File: src/rtl/vram_ctrl.sv
// vram_ctrl: sequences RAS/CAS access cycles to a video RAM for byte reads,
// byte writes and read transfers, and generates the serial clock/enable.
module vram_ctrl #(
    parameter int unsigned TCAS = 3,
    parameter int unsigned TPRE = 2
) (
    input  logic        MCLK,
    input  logic        reset,
    input  logic        xfer_req,
    input  logic [15:0] xfer_addr,
    input  logic        rd_req,
    input  logic [15:0] rd_addr,
    input  logic        wr_req,
    input  logic [15:0] wr_addr,
    input  logic [7:0]  wr_data,
    output logic        xfer_ack,
    output logic        rd_ack,
    output logic        wr_ack,
    output logic [7:0]  rd_data,
    input  logic        sc_step,
    input  logic        ser_en,
    output logic        busy,
    output logic        RAS,
    output logic        CAS,
    output logic        WE,
    output logic        OE,
    output logic        SC,
    output logic        SE,
    output logic [7:0]  AD,
    output logic [7:0]  RD_o,
    output logic        RD_d,
    input  logic [7:0]  RD_i
);

    typedef enum logic [1:0] {IDLE, ROW, COL, PRE} state_t;
    typedef enum logic [1:0] {OP_XFER, OP_RD, OP_WR} op_t;

    localparam logic [2:0] ROW_LAST = 3'd1;
    localparam logic [2:0] COL_LAST = 3'(TCAS - 1);
    localparam logic [2:0] PRE_LAST = 3'(TPRE - 1);

    state_t      state_q, state_d;
    logic [2:0]  phase_q, phase_d;
    op_t         op_q, op_d;
    logic [15:0] addr_q, addr_d;
    logic [7:0]  data_q, data_d;
    logic [7:0]  rd_data_q, rd_data_d;
    logic        sc_q, sc_d;
    logic        se_q, se_d;
    logic        wr_block_q, wr_block_d;

    // State, latched request and serial-control registers
    always_ff @(posedge MCLK or posedge reset) begin
        if (reset) begin
            state_q    <= IDLE;
            phase_q    <= '0;
            op_q       <= OP_XFER;
            addr_q     <= '0;
            data_q     <= '0;
            rd_data_q  <= '0;
            sc_q       <= 1'b0;
            se_q       <= 1'b1;
            wr_block_q <= 1'b0;
        end else begin
            state_q    <= state_d;
            phase_q    <= phase_d;
            op_q       <= op_d;
            addr_q     <= addr_d;
            data_q     <= data_d;
            rd_data_q  <= rd_data_d;
            sc_q       <= sc_d;
            se_q       <= se_d;
            wr_block_q <= wr_block_d;
        end
    end

    // Arbitration, phase sequencing and read-data capture
    always_comb begin
        state_d   = state_q;
        phase_d   = phase_q;
        op_d      = op_q;
        addr_d    = addr_q;
        data_d    = data_q;
        rd_data_d = rd_data_q;
        case (state_q)
            IDLE: begin
                phase_d = '0;
                if (xfer_req) begin
                    state_d = ROW;
                    op_d    = OP_XFER;
                    addr_d  = xfer_addr;
                end else if (rd_req) begin
                    state_d = ROW;
                    op_d    = OP_RD;
                    addr_d  = rd_addr;
                end else if (wr_req && !wr_block_q) begin
                    state_d = ROW;
                    op_d    = OP_WR;
                    addr_d  = wr_addr;
                    data_d  = wr_data;
                end
            end
            ROW: begin
                if (phase_q == ROW_LAST) begin
                    state_d = COL;
                    phase_d = '0;
                end else begin
                    phase_d = phase_q + 3'd1;
                end
            end
            COL: begin
                if (phase_q == COL_LAST) begin
                    state_d = PRE;
                    phase_d = '0;
                    if (op_q == OP_RD) begin
                        rd_data_d = RD_i;
                    end
                end else begin
                    phase_d = phase_q + 3'd1;
                end
            end
            PRE: begin
                if (phase_q == PRE_LAST) begin
                    state_d = IDLE;
                    phase_d = '0;
                end else begin
                    phase_d = phase_q + 3'd1;
                end
            end
            default: begin
                state_d = IDLE;
                phase_d = '0;
            end
        endcase
    end

    // VRAM strobes, address mux and completion pulses decoded from state
    always_comb begin
        RAS      = 1'b1;
        CAS      = 1'b1;
        WE       = 1'b1;
        OE       = 1'b1;
        RD_d     = 1'b1;
        AD       = '0;
        RD_o     = '0;
        xfer_ack = 1'b0;
        rd_ack   = 1'b0;
        wr_ack   = 1'b0;
        case (state_q)
            ROW: begin
                RAS = 1'b0;
                AD  = addr_q[15:8];
                OE  = (op_q != OP_XFER);
            end
            COL: begin
                RAS = 1'b0;
                CAS = 1'b0;
                AD  = addr_q[7:0];
                if (op_q == OP_WR) begin
                    WE   = 1'b0;
                    RD_d = 1'b0;
                    RD_o = data_q;
                end else begin
                    OE = 1'b0;
                end
            end
            PRE: begin
                if (phase_q == '0) begin
                    xfer_ack = (op_q == OP_XFER);
                    rd_ack   = (op_q == OP_RD);
                    wr_ack   = (op_q == OP_WR);
                end
            end
            default: ;
        endcase
    end

    // Serial clock pulse, registered serial enable and write re-arm tracking
    always_comb begin
        sc_d = sc_step & ~sc_q;
        se_d = ~ser_en;
        // A served write stays blocked until its request is seen low.
        wr_block_d = (wr_block_q & wr_req) | wr_ack;
    end

    assign rd_data = rd_data_q;
    assign SC      = sc_q;
    assign SE      = se_q;
    assign busy    = (state_q != IDLE);

endmodule

File: config.mk
export PLATFORM = sky130hd
export DESIGN_NAME = vram_ctrl
export DESIGN_NICKNAME = d
export VERILOG_FILES = /design/src/rtl/vram_ctrl.sv
export SDC_FILE = /design/constraint.sdc
export NUM_CORES = 1
export LEC_CHECK = 0
export CAP_MARGIN = 10
export CORE_ASPECT_RATIO = 1.25
export CORE_MARGIN = 4
export CORE_UTILIZATION = 41
export DETAILED_ROUTE_END_ITERATION = 10
export GPL_TIMING_DRIVEN = 1
export HOLD_SLACK_MARGIN = 0.03
export PLACE_DENSITY = 0.88
export SLEW_MARGIN = 20
export SYNTH_ARGS = -nofsm -noshare
export SYNTH_HDL_FRONTEND = slang
export SYNTH_SLANG_ARGS = --single-unit
File: constraint.sdc
create_clock -name MCLK -period 2.4 [get_ports MCLK]
set_clock_uncertainty 0.2 [all_clocks]
set_input_delay 0.48 -clock MCLK [delete_from_list [all_inputs] [get_ports MCLK]]
set_output_delay 0.48 -clock MCLK [all_outputs]
set_load 0.02 [all_outputs]
==> flow_summary.json, run 1 <==
{
  "outcome": "finished, final reports clean",
  "p_total_mw": 3.68,
  "crit_arrival_ns": 1.68,
  "gp_congestion": 0.782,
  "first_iter_violations": 64,
  "syn_nets": 304,
  "reg2reg_from": "state_q[1]",
  "p_sw_mw": 1.39,
  "timing.rr.end": "state_q[0]",
  "required_ns": 1.72,
  "grt_remaining_overflow": 0,
  "fillers": 412,
  "max_freq_ghz": 0.423,
  "worstSetupPathType": "flop to primary output",
  "diodes": 0,
  "wl_microns": 5880,
  "cts_hold_buf": 0,
  "pin_count": 106,
  "layout_min_cycle_time_ns": 2.36,
  "hold_viol_final": 0,
  "drt_first_pass_iters": 5,
  "post-route-util_pct": 69.9,
  "worst_pin_slew_ns": 0.671,
  "cp-end-kind": "primary output",
  "hold_class": "flop to flop",
  "io_buffers": 105,
  "antenna_found_initial": 0,
  "initial_utilization_pct": 43.3,
  "post-route-drc-count": 0,
  "synthCells": 228,
  "design_area_sq_um": 3620,
  "finalNonFillerCells": 408,
  "p_clk_share_pct": 18.0,
  "crit_start": "state_q[0]",
  "clkSinkCount": 42,
  "ys_ff_latch": 42,
  "r2r_cells": 5,
  "rsz0062_at_grt": "yes",
  "holdWs_ns": 0.233,
  "syn_avg_cell_area_sq_um": 9.84,
  "grt_max_degree": 25,
  "maxSlewViolCount": 0,
  "syn_area_sq_um": 2240,
  "ff_latch_area_sq_um": 1050,
  "critPathMaxFanout": 3,
  "clk_path_buf_depth": 2,
  "multi_input_area_sq_um": 1130,
  "final.period_utilization_pct": 98.4,
  "globalRouteTotalUtil_pct": 17.5,
  "synth_warnings": 0,
  "finalSetupTns_ns": 0,
  "cts_tree": "built",
  "cellPowerDensity_nw_per_um2": 1010,
  "fp-row-count": 29,
  "cts_made_buffers": 5,
  "num_vias": 2051,
  "die-area_sq_um": 6730,
  "slew_headroom_pct": 55.0,
  "hpwl_microns": 4680,
  "setup_violations": 0,
  "cts_root_buffer": "clkbuf_8",
  "leakagePower_nw": 1.64,
  "wl_per_cell_microns": 14.4,
  "irDropWorstVdd_mv": 0.388,
  "layout_setup_ws_ns": 0.0377,
  "swShare_pct": 37.8,
  "die_h_microns": 90.7,
  "layout.nets": 421,
  "drt.antenna.violating_nets": 0,
  "seqPwrFrac_pct": 32.1,
  "ff2ff_setup_slack_ns": 0.41,
  "dieWidth_microns": 74.2,
  "yosysSeqAreaShare_pct": 46.9,
  "core_region_area_sq_um": 5190,
  "dpl_cell_area_sq_um": 3440,
  "post-place-ws_ns": -0.136,
  "grt_pass1_vias": 1993,
  "grt_first_pass_wirelength_microns": 9230,
  "critPathCapture": "rd_ack",
  "dp.cells": 397,
  "drive_gt1_share_pct": 22.5,
  "start_kind": "flop",
  "clk_pin_slew_ns": 0.08,
  "pwr-share-comb_pct": 49.9,
  "drv_cap": 0,
  "internal_power_mw": 2.29,
  "area_growth_pct": 61.5,
  "clock_latency_ns": 0.30,
  "yosys.cell_types.count": 38,
  "via_per_inst": 5.03,
  "htreeDepth": 2
}
sequential cells by signal (all words and copies together) (netlist names), 2 cells and up:
name     cells
op_q         2
rd_data      8
state_q      2
data_q       8
addr_q      16
phase_q      3
cell type report:
| type | instances | share of cell area [%] |
|---|---|---|
| Timing Repair Buffer | 124 | 32.7 |
| Clock buffer | 5 | 1.90 |
| Multi-Input combinational cell | 162 | 31.3 |
| Tap cell | 62 | 2.14 |
| Sequential cell | 42 | 29.0 |
| Inverter | 10 | 1.10 |
| Clock inverter | 3 | 1.90 |
layer usage:
metal  routed length (microns)  up-vias  global-route usage (%)
met2                      2950      103                    30.7
met3                       553       10                    4.79
li1                          -     1017                       -
met4                       110        0                    5.89
met1                      2260      921                    19.7
met5                         0        -                       0
power groups by stage:
stage | sequential, mW | combinational, mW | clock, mW
after floorplan | 1.17 | 1.03 | 0
after global placement | 1.17 | 1.75 | 0
after detailed placement | 1.19 | 1.80 | 0
after CTS | 1.18 | 1.78 | 0.675
after global routing | 1.22 | 2.01 | 0.718
final | 1.18 | 1.83 | 0.661
cell usage after synthesis:
cell	number	area, sq um
o21ai_0	15	75.1
dfstp_2	1	26.3
and2b_1	1	7.51
o31ai_4	1	21.3
nor2_1	28	105
o21ai_1	2	10.0
nand3_2	1	10.0
and2_1	8	50.1
buf_2	4	20.0
nor2b_1	1	6.26
dfrtp_1	41	1030
ha_1	5	62.6
nor2_2	1	6.26
nor3_1	3	15.0
nand3b_1	1	7.51
a32o_1	1	10.0
nor3b_1	3	22.5
mux2i_1	18	180
buf_4	3	22.5
a211oi_1	1	7.51
xor2_1	2	17.5
mux2_2	16	180
nor3_4	1	16.3
a21o_1	1	7.51
a21oi_1	16	80.1
nand2_1	22	82.6
inv_2	1	3.75
inv_1	9	33.8
nand3_1	1	5.00
o32a_1	1	10.0
clkbuf_1	3	11.3
nor4_1	1	6.26
buf_1	2	7.51
and3_1	1	6.26
clkbuf_2	2	10.0
o22ai_1	1	6.26
a22oi_1	8	60.1
nor4b_1	1	8.76
worst max-delay path, stage by stage (launching register included):
cell	delay, ns
dfrtp_1	0.38
buf_4	0.13
ha_1	0.17
nand3_1	0.13
nor3b_1	0.23
clkdlybuf4s15_1	0.35
cell families (layout without fill, tap and decap cells):
family / Yosys count / count (layout) / share of synthesized area [%]
adders and majority gates: 5 / 5 / 2.79
muxes: 34 / 34 / 16.1
AOI/OAI and AO/OA: 47 / 47 / 12.8
and+or+nand+nor: 74 / 74 / 15.8
DFF: 42 / 42 / 46.9
xor gates and xnor gates: 2 / 2 / 0.781
buffers and inverters: 24 / 142 / 4.85
worst min path at each step:
stage | start | end | slack [ns] | cells past startpoint
floorplan | wr_block_q | wr_block_q | 0.25 | 1
global placement | SC | SC | 0.22 | 1
detailed placement | SC | SC | 0.22 | 1
CTS | SC | SC | 0.23 | 1
global route | SC | SC | 0.27 | 1
finish | SC | SC | 0.23 | 1
layout by cell type, fill, tap and decap left out, types with 3 or more instances in the layout:
cell type        netlist  layout
a22oi_1                8       8
buf_2                  4       6
dlygate4sd2_1          0       3
mux2i_1               18      18
a21oi_1               16      16
ha_4                   0       3
clkbuf_8               0       5
and2_4                 0       3
buf_4                  3      18
o21ai_0               15      15
nor3_1                 3       3
nor2_1                28      28
dfrtp_1               41      41
clkdlybuf4s15_2        0       8
inv_1                  9       6
and2_1                 8       5
clkdlybuf4s50_1        0      80
mux2_2                16      16
buf_6                  0       5
nand2_1               22      22
timing repair:
item                                    in CTS  in global routing
endpoints found under the setup margin      25                 19
pin swaps                                    1                  2
cloned                                       1                  0
resized for setup                           85                 17
buffers inserted                             2                  1
No activity file was read; power rests on OpenSTA's default activity.
==> run 2: changes to the inputs <==
RECOVER_POWER = 100   (was unset)
==> flow_summary.json, run 2 (synthesized netlist as in run 1, its figures left out) <==
{
  "post-place-ws_ns": -0.136,
  "largest_register": "addr_q",
  "via_per_inst": 5.04,
  "final.period_utilization_pct": 98.6,
  "cellPowerDensity_nw_per_um2": 1020,
  "setup_violations": 0,
  "hold_viol_final": 0,
  "initial_utilization_pct": 43.3,
  "cp-end-kind": "primary output",
  "dieWidth_microns": 74.2,
  "globalRouteTotalUtil_pct": 17.5,
  "critPathMaxFanout": 3,
  "layout_min_cycle_time_ns": 2.37,
  "clk_path_buf_depth": 2,
  "irDropWorstVdd_mv": 0.387,
  "cts_made_buffers": 5,
  "wl_microns": 5920,
  "grt_max_degree": 25,
  "hpwl_microns": 4680,
  "core_region_area_sq_um": 5190,
  "diodes": 0,
  "first_iter_violations": 64,
  "layout_common_cells": "76 x clkdlybuf4s50_1, 41 x dfrtp_1, 28 x nor2_1, 22 x nand2_1, 18 x mux2i_1",
  "layout.nets": 421,
  "grt_pass1_vias": 1993,
  "max_freq_ghz": 0.422,
  "die_h_microns": 90.7,
  "post-route-drc-count": 0,
  "hold_class": "flop to flop",
  "slew_headroom_pct": 58.1,
  "clk_pin_slew_ns": 0.08,
  "area_growth_pct": 59.9,
  "grt_first_pass_wirelength_microns": 9230,
  "slowest_stage": "dfrtp_1",
  "path_buf_inv": 2,
  "pin_count": 106,
  "largest_reg_flops": 16,
  "leakagePower_nw": 1.62,
  "crit_arrival_ns": 1.69,
  "worst_pin_slew_ns": 0.625,
  "start_kind": "flop",
  "finalNonFillerCells": 408,
  "crit_chain": "buf_4 -> ha_1 -> nand3_1 -> nor3b_1 -> clkdlybuf4s15_1",
  "worstSetupPathType": "flop to primary output",
  "reg2reg_from": "state_q[0]",
  "maxSlewViolCount": 0,
  "drt_first_pass_iters": 5,
  "dp.cells": 397,
  "clkSinkCount": 42,
  "rsz0062_at_grt": "yes",
  "min_from": "SC",
  "antenna_found_initial": 0,
  "cts_hold_buf": 0,
  "mostFrequentLayoutCell": "clkdlybuf4s50_1",
  "die-area_sq_um": 6730,
  "timing.rr.end": "rd_data[3]",
  "clock_latency_ns": 0.30,
  "drive_gt1_share_pct": 22.0,
  "drv_cap": 0,
  "path_delay_family": "buffers and inverters",
  "cts_tree": "built",
  "hold_path_depth": 1,
  "num_vias": 2056,
  "grt_remaining_overflow": 0,
  "outcome": "finished, final reports clean",
  "cpPeakStageDelay_ns": 0.39,
  "fp-row-count": 29,
  "layout_setup_ws_ns": 0.0329,
  "gp_congestion": 0.782,
  "cts_root_buffer": "clkbuf_8",
  "htreeDepth": 2,
  "ff2ff_setup_slack_ns": 0.34,
  "io_buffers": 105,
  "min_to": "SC",
  "wl_per_cell_microns": 14.5,
  "drt.antenna.violating_nets": 0,
  "required_ns": 1.72,
  "r2r_cells": 6
}
run 2: worst max path at each step:
stage	slack [ns]	from	to	cells after the start
6_report	0.03	state_q[0]	rd_ack	5
5_1_grt	-0.04	state_q[0]	rd_ack	5
4_1_cts	-0.04	state_q[0]	RD_o[3]	8
3_5_place_dp	-0.14	state_q[1]	AD[5]	5
3_3_place_gp	-0.05	state_q[1]	AD[5]	5
2_1_floorplan	0.15	state_q[0]	WE	6
run 2: final cells by class:
type / count / area [sq um]
Clock buffer: 5 / 68.8
Timing Repair Buffer: 124 / 1160
Multi-Input combinational cell: 162 / 1120
Tap cell: 62 / 77.6
Clock inverter: 3 / 68.8
Inverter: 10 / 40.0
Sequential cell: 42 / 1050
Fill cell: 416 / 1600
run 2: per-layer routing:
layer,wire [microns],vias up,GRT usage [%]
li1,-,1016,-
met1,2280,934,19.7
met2,3000,97,30.7
met3,542,9,4.79
met4,97,0,5.89
met5,0,-,0
run 2: stage by stage:
stage	utilization, %	hold slack, ns	total power, mW	area [sq um]	TNS (ns)
detailed placement	66.3	0.223	2.99	3440	-1.18
floorplan	-	0.247	2.20	2250	0
global route	69.2	0.274	3.92	3590	-0.0704
global placement	66.3	0.216	2.92	3440	-0.427
finish	69.2	0.233	3.65	3590	0
CTS	69.0	0.234	3.63	3580	-0.129
run 2: power breakdown:
part	internal (mW)	switching, mW
Sequential	0.990	0.192
Combinational	0.861	0.943
Clock	0.417	0.246
Total	2.27	1.38
run 2: timing repair:
action                                  4_1_cts  5_1_grt
gates cloned                                  1        0
resized for setup                            85       17
buffers inserted                              2        1
endpoints found under the setup margin       25       19
hold endpoints to repair                      0        0
pin swaps                                     1        2
